--- src/rtl/mul_pkg.sv ---
// rtl/mul_pkg.sv - shared widths, iteration count and FSM encoding for seq_mul_unit (MUL_RADIX4_EN selects radix-4)
package mul_pkg;

    localparam int OP_W   = 32;
    localparam int PROD_W = 64;

`ifdef MUL_RADIX4_EN
    localparam int BITS_PER_ITER = 2;
`else
    localparam int BITS_PER_ITER = 1;
`endif

    // One BUSY cycle per retired group of multiplier bits.
    localparam int N_ITER = OP_W / BITS_PER_ITER;
    localparam int CNT_W  = $clog2(N_ITER);
    localparam logic [CNT_W-1:0] LAST_ITER = CNT_W'(N_ITER - 1);

    localparam logic [1:0] ST_IDLE = 2'd0;
    localparam logic [1:0] ST_BUSY = 2'd1;
    localparam logic [1:0] ST_DONE = 2'd2;

endpackage

--- src/rtl/mul_step.sv ---
// rtl/mul_step.sv - one shift-add step: partial-product select, add into upper half, shift right (MUL_RADIX4_EN: two bits/step)
module mul_step
    import mul_pkg::*;
(
    input  logic [PROD_W-1:0]        acc,
    input  logic [OP_W-1:0]          mcand,
`ifdef MUL_RADIX4_EN
    input  logic [OP_W+1:0]          mcand3,
`endif
    input  logic [BITS_PER_ITER-1:0] mplier_bits,
    output logic [PROD_W-1:0]        acc_next
);

`ifdef MUL_RADIX4_EN
    // Upper half stays below A, so upper + 3A always fits in 34 bits.
    logic [OP_W+1:0] pp;
    logic [OP_W+1:0] sum;

    // Select 0/A/2A/3A, add into the upper half, then shift the whole accumulator right by two.
    always_comb begin
        pp = '0;
        case (mplier_bits)
            2'd0:    pp = '0;
            2'd1:    pp = {2'b00, mcand};
            2'd2:    pp = {1'b0, mcand, 1'b0};
            default: pp = mcand3;
        endcase
        sum      = {2'b00, acc[PROD_W-1:OP_W]} + pp;
        acc_next = PROD_W'({sum, acc[OP_W-1:0]} >> BITS_PER_ITER);
    end
`else
    logic [OP_W-1:0] pp;
    logic [OP_W:0]   sum;

    // Add A into the upper half when the multiplier bit is set, then shift right by one.
    always_comb begin
        pp       = mplier_bits[0] ? mcand : '0;
        sum      = {1'b0, acc[PROD_W-1:OP_W]} + {1'b0, pp};
        acc_next = PROD_W'({sum, acc[OP_W-1:0]} >> BITS_PER_ITER);
    end
`endif

endmodule

--- src/rtl/seq_mul_unit.sv ---
// rtl/seq_mul_unit.sv - sequential unsigned 32x32 multiplier with IDLE/BUSY/DONE handshake (MUL_RADIX4_EN halves BUSY time)
module seq_mul_unit
    import mul_pkg::*;
(
    input  logic              clk,
    input  logic              reset,
    input  logic              mul,
    input  logic [0:OP_W-1]   a,
    input  logic [0:OP_W-1]   b,
    output logic              done,
    output logic [0:PROD_W-1] result
);

    logic [1:0]        state_q, state_d;
    logic [CNT_W-1:0]  cnt_q, cnt_d;
    logic [OP_W-1:0]   a_q, a_d;
    logic [OP_W-1:0]   b_q, b_d;
    logic [PROD_W-1:0] acc_q, acc_d;
    logic [PROD_W-1:0] res_q, res_d;
    logic [PROD_W-1:0] step_acc;
    logic [OP_W-1:0]   a_in, b_in;
`ifdef MUL_RADIX4_EN
    logic [OP_W+1:0]   a3_q, a3_d;
`endif

    // Ports are MSB-at-index-0; internal vectors use descending ranges with the same bit weights.
    assign a_in   = a;
    assign b_in   = b;
    assign done   = (state_q == ST_DONE);
    assign result = res_q;

    mul_step u_step (
        .acc         (acc_q),
        .mcand       (a_q),
`ifdef MUL_RADIX4_EN
        .mcand3      (a3_q),
`endif
        .mplier_bits (b_q[BITS_PER_ITER-1:0]),
        .acc_next    (step_acc)
    );

    // Next-state logic: load on request, step while mul stays high, publish the product on the last step.
    always_comb begin
        state_d = state_q;
        cnt_d   = cnt_q;
        a_d     = a_q;
        b_d     = b_q;
        acc_d   = acc_q;
        res_d   = res_q;
`ifdef MUL_RADIX4_EN
        a3_d    = a3_q;
`endif
        case (state_q)
            ST_IDLE: begin
                if (mul) begin
                    a_d     = a_in;
                    b_d     = b_in;
                    acc_d   = '0;
                    cnt_d   = '0;
`ifdef MUL_RADIX4_EN
                    a3_d    = {2'b00, a_in} + {1'b0, a_in, 1'b0};
`endif
                    state_d = ST_BUSY;
                end
            end
            ST_BUSY: begin
                if (!mul) begin
                    // Abort: the published result is deliberately left untouched.
                    state_d = ST_IDLE;
                end else begin
                    acc_d = step_acc;
                    b_d   = b_q >> BITS_PER_ITER;
                    cnt_d = cnt_q + CNT_W'(1);
                    if (cnt_q == LAST_ITER) begin
                        res_d   = step_acc;
                        state_d = ST_DONE;
                    end
                end
            end
            ST_DONE: begin
                state_d = ST_IDLE;
            end
            default: begin
                state_d = ST_IDLE;
            end
        endcase
    end

    // State and datapath registers, cleared asynchronously by reset.
    always_ff @(posedge clk or posedge reset) begin
        if (reset) begin
            state_q <= ST_IDLE;
            cnt_q   <= '0;
            a_q     <= '0;
            b_q     <= '0;
            acc_q   <= '0;
            res_q   <= '0;
`ifdef MUL_RADIX4_EN
            a3_q    <= '0;
`endif
        end else begin
            state_q <= state_d;
            cnt_q   <= cnt_d;
            a_q     <= a_d;
            b_q     <= b_d;
            acc_q   <= acc_d;
            res_q   <= res_d;
`ifdef MUL_RADIX4_EN
            a3_q    <= a3_d;
`endif
        end
    end

endmodule

--- config.mk ---
export PLATFORM = sky130hd
export DESIGN_NAME = seq_mul_unit
export DESIGN_NICKNAME = d
export VERILOG_FILES = /design/src/rtl/mul_pkg.sv /design/src/rtl/mul_step.sv /design/src/rtl/seq_mul_unit.sv
export SDC_FILE = /design/constraint.sdc
export NUM_CORES = 1
export LEC_CHECK = 0
export CAP_MARGIN = 15
export CORE_MARGIN = 2
export CORE_UTILIZATION = 29
export DETAILED_ROUTE_END_ITERATION = 7
export PLACE_DENSITY_LB_ADDON = 0.25
export SYNTH_ARGS = -nofsm -noshare
export SYNTH_HDL_FRONTEND = slang
export SYNTH_SLANG_ARGS = --single-unit
--- constraint.sdc ---
create_clock -name clk -period 10.65 [get_ports clk]
set_input_delay 3.195 -clock clk [delete_from_list [all_inputs] [get_ports clk]]
set_output_delay 3.195 -clock clk [all_outputs]
set_load 0.1 [all_outputs]
# Word-level counts from Yosys, hierarchy flattened
# Index checks and enable logic that the tools add are counted.
[op_classes]
add_sub_neg = 2
eq_ne = 6
muxes = 14
n_reduce_logical = 6
[op_table]
columns = ["operator", "count"]
rows = [
  ["$mux W64", 2],
  ["$pmux W64 S2", 1],
  ["$mux W32", 3],
  ["$pmux W32 S2", 1],
  ["$add A32 B32 Y33", 1],
  ["$mux W5", 2],
  ["$pmux W5 S2", 1],
  ["$mux W2", 3],
  ["$reduce_and A3 Y1", 2],
  ["$add A5 B1 Y5 const B", 1],
  ["$eq A5 B5 Y1 const B", 1],
  ["$ne A2 B2 Y1 const B", 2],
  ["$pmux W2 S2", 1],
  ["$reduce_and A2 Y1", 2],
  ["$ne A3 B3 Y1 const B", 1],
  ["$eq A2 B1 Y1 const B", 1],
  ["$eq A2 B2 Y1 const B", 1],
  ["$logic_not A2 Y1", 1],
  ["$reduce_bool A2 Y1", 1],
]
[totals]
reg_bits = 199
inputBits = 67
output_inout_bits = 65

# Logic depth before layout (Yosys ltp)
[logic_depth]
ltp_word = 4
mapped_depth = 12
depth_no_buf = 11

# Cells and area by module
# From an unflattened synthesis, not the netlist that was laid out.
[unflattened]
cells_unflattened = 1007
hier_area_um2 = 10476.3
[modules_own_cells]
columns = ["module", "instances", "cells_each", "area_per_inst_um2", "seq_area_each_um2"]
rows = [
  ["seq_mul_unit", 1, 654, 8047.7, 4979.8],
  ["mul_step", 1, 353, 2428.6, 0.0],
]

# Worst setup path after synthesis
# No wires, ideal clock.
[synth_timing]
kind = "register to output"
from = "register state_q[0]"
to = "output done"
arrival_ns = 2.109
path_slack_ns = 5.346
stages_incl_launch_ff = 4
n_path_buf = 2
path_cell_list = "dfrtp_1 > clkbuf_1 > clkbuf_1 > nor2b_1"
[synth_between]
elab_chain_cells = 1
[synth_lines]
columns = ["element", "line_no", "rtl"]
rows = [
  ["start, declared", "seq_mul_unit.sv:14", "logic [1:0] state_q, state_d;"],
  ["start signal, assigned", "seq_mul_unit.sv:102", "state_q <= state_d;"],
  ["$eq A2 B2 Y1", "seq_mul_unit.sv:29", "assign done = (state_q == ST_DONE);"],
  ["end, declared", "seq_mul_unit.sv:10", "output logic done,"],
]
# Every way passes these cells.

# Final worst setup path
[layout_timing]
from = "input mul"
to = "register res_q[56] (netlist: result[7])"
[layout_between]
elab_chain_cells = 1
[layout_lines]
columns = ["element", "line_no", "rtl"]
rows = [
  ["start, declared", "seq_mul_unit.sv:7", "input logic mul,"],
  ["$reduce_and A3 Y1 (no source line)", "--", ""],
  ["end signal, assigned", "seq_mul_unit.sv:107", "res_q <= res_d;"],
  ["end, declared", "seq_mul_unit.sv:19", "logic [PROD_W-1:0] res_q, res_d;"],
]
# Every way passes these cells.
# A chain may end at the register's enable or synchronous reset.

==> impl_metrics.toml <==
[worst_setup_path]
cpMaxStageDelayCell = "nand3_4"
cp.arrival_ps = 6280
slowest_delay_ps = 760
path_class = "in -> reg"
crit_path_end_kind = "register"
start_kind = "primary input"
cp_cell_sequence = "clkdlybuf4s50_1, nor2b_2, buf_4, nand3_4, inv_1, buf_4, mux2_2"
critPathMaxFanout = 93
cpMostUsedCell = "buf_4"
cp.required_ps = 10970

[timing]
tightest_slew_ps = 1100
min_period_over_period_pct = 55.9
fin_crit_ps = 5960
max_freq_mhz = 168
slew_headroom_pct = 26.4
finalWorstSetupSlack_ps = 4690
finalHoldViolCount = 0
slew_viol_final = 0
tns_ps = 0
finalSetupViolCount = 0
skew_ps = 20.7
grt_setup_unrepaired = "false"

[clock_tree]
cts.clk_slew.worst_paths_ps = 90
clkLatencyLatePin_ps = 440
postCtsHoldBufs = 0
cts_sinks = 198
cts_root_buf = "clkbuf_16"
cts_tree = "yes"
cts_buffers = 17
post_cts_buffers = 0
clk_path_buf_depth = 2
h-tree-depth = 4
ctsResizeCount = 0

[final_layout]
area_growth_syn_to_layout_pct = 24.8
drive_gt1_share_pct = 7.73
fin_util_pct = 36.7
finish.net_count = 1215

[routing]
num_vias = 7235
wl_mm = 22.9
ant_nets = 0
drt_iter0_drc = 328
firstDrtPassIters = 5
viasPerCell = 4.61
post_drt_wl_per_cell_um = 14.6
route.detailed.drc = 0

[logic_synthesis]
synth_top_family_by_area = "simple AND/OR/NAND/NOR gates"
yosysWarnings = 0
synthXorXnorAreaFrac_pct = 2.56
synthAdderAreaFrac_pct = 4.66
synth_simple_gate_area_share_pct = 18.9
ys_seq_area_share_pct = 51.8
ys_ff_latch = 198
async_reset_ff_share_pct = 100
postSynthCellCount = 1012
synth_ff_type = "dfrtp_1"
synth_enable_flop_cells = 0
syn_area_um2 = 9570
synth_cell_types = 47
syn_avg_cell_area_um2 = 9.45
syn_nets = 1114
synth_compound_area_share_pct = 12.3
synthMuxAreaShare_pct = 7.25

[floorplanning]
fp.dieH_um = 186
fp.dieW_um = 186
design.die.area_um2 = 34500
core_um2 = 32500
std_cell_rows = 66
io_pins = 132
start_util_pct = 29.4

[placed_design]
port_buffers = 131
place_ws_ps = 4180
gp_congestion = 0.818
detailed_place_hpwl_mm = 15.2

[power]
p_per_area_nw_per_um2 = 157
total_power_uw = 1880
peakVddDrop_v = 0.0000920
power_leakage_uw = 0.00553

[run_status]
status = "finished clean"

[global_route]
antenna_found_initial = 0
grt_max_degree = 121
track_usage_pct = 13.9
first_global_vias = 7387
grt_overflow_total = 0
grt_pass1_wl_mm = 38.3

[flow_run]
max_cap_viol_count = 0

[min_path]
hold_path_class = "reg -> reg"
==> stage by stage <==
stage | hold WS [ps] | cells | area, µm²
2_1_floorplan | 439 | 1012 | 9570
3_3_place_gp | 456 | 1536 | 11300
3_5_place_dp | 463 | 1536 | 11300
4_1_cts | 477 | 1568 | 11900
5_1_grt | 506 | 1568 | 11900
6_report | 472 | 1569 | 11900
==> power by group <==
group | internal (µW) | switching, µW
Clock | 329 | 355
Sequential | 813 | 34.2
Combinational | 144 | 202
Total | 1290 | 592
==> logic make-up (layout without fill, tap and decap cells) <==
kind of cell,count (synthesis),after routing
and+or+nand+nor,419,419
AOI/OAI and AO/OA,201,201
DFF,198,198
buffers and inverters,66,180
muxes,65,65
adders and majority gates,35,35
xor gates and xnor gates,28,28
other,0,1
==> area by class of cell <==
class	count	area, µm²
diodes	1	2.50
clock buffers	17	425
clock inverters	15	199
fillers	3362	20600
inverters	10	45.0
multi-input cells	748	4390
flip-flops and latches	198	4960
well taps	442	553
repair buffers	138	1360
==> state kept, by name, summed over array words and instances, names as in the netlist <==
name     count
a_q         32
acc_q       63
b_q         32
cnt_q        5
result      64
state_q      2
==> critical path, delay by kind of cell <==
kind / cells / cell delay [ps]
simple gates: 2 / 910
mux: 1 / 380
buf+inv: 4 / 1720
==> metal layers <==
layer	up-vias	wire length (µm)	GRT usage [%]
met5	-	0	0
met4	0	201	3.75
met3	12	1240	3.46
met2	137	10400	21.3
met1	3448	11100	19.5
li1	3638	-	-
==> path summary, 6_finish.rpt <==
check                                          start                      to  slack, ps  depth (start not counted)
min in group asynchronous                      reset  result[60]$_DFFE_PP0P_       3320                          2
max in group asynchronous                      reset  state_q[0]$_DFFE_PP0P_       5600                          3
worst min register to register  acc_q[1]$_DFFE_PP0P_  result[63]$_DFFE_PP0P_        470                          2
worst min-delay path            acc_q[1]$_DFFE_PP0P_  result[63]$_DFFE_PP0P_        470                          2
worst max register to register    b_q[0]$_DFFE_PP0P_   result[0]$_DFFE_PP0P_       7120                         12
worst max-delay path                             mul   result[7]$_DFFE_PP0P_       4690                          7
==> cells in the final DEF (no fill, tap or decap), types with 5 or more instances in the layout <==
master / Yosys / final
inv_12: 0 / 5
nand2_1: 292 / 292
o31ai_1: 5 / 5
buf_4: 0 / 7
inv_1: 10 / 9
nand3_1: 46 / 45
a21o_1: 15 / 15
nor2_1: 16 / 15
mux2i_1: 31 / 31
a21oi_1: 39 / 39
a31oi_1: 9 / 9
nor3_1: 5 / 5
dfrtp_1: 198 / 197
clkbuf_16: 0 / 17
clkdlybuf4s50_1: 0 / 131
nand4_1: 9 / 9
o21ai_0: 104 / 104
and2_1: 35 / 35
mux2_2: 34 / 34
xnor2_1: 17 / 17
xor2_1: 11 / 11
ha_1: 34 / 34
o21bai_1: 5 / 5
==> synthesized netlist by cell type, drive strengths merged, types with 2 or more instances <==
| master | count | share of area (%) |
|---|---|---|
| clkbuf | 49 | 1.9 |
| xor2 | 11 | 1.0 |
| mux2i | 31 | 3.2 |
| a21o | 15 | 1.2 |
| a31oi | 9 | 0.59 |
| and3 | 2 | 0.13 |
| and2 | 35 | 2.3 |
| o21bai | 6 | 0.51 |
| or4 | 2 | 0.16 |
| buf | 7 | 0.27 |
| and4 | 2 | 0.21 |
| nand4 | 9 | 0.59 |
| nor3 | 5 | 0.26 |
| inv | 10 | 0.39 |
| a21oi | 40 | 2.1 |
| o21ai | 108 | 5.7 |
| nand2b | 3 | 0.20 |
| nand2 | 292 | 11 |
| nand3 | 46 | 2.4 |
| mux2 | 34 | 4.0 |
| nor2 | 16 | 0.63 |
| o211ai | 4 | 0.37 |
| ha | 34 | 4.4 |
| o21a | 4 | 0.31 |
| nor2b | 3 | 0.27 |
| o31a | 2 | 0.18 |
| o31ai | 5 | 0.39 |
| nor4 | 2 | 0.13 |
| xnor2 | 17 | 1.6 |
| dfrtp | 198 | 52 |
Note: power is estimated with default switching activity, not from simulation.
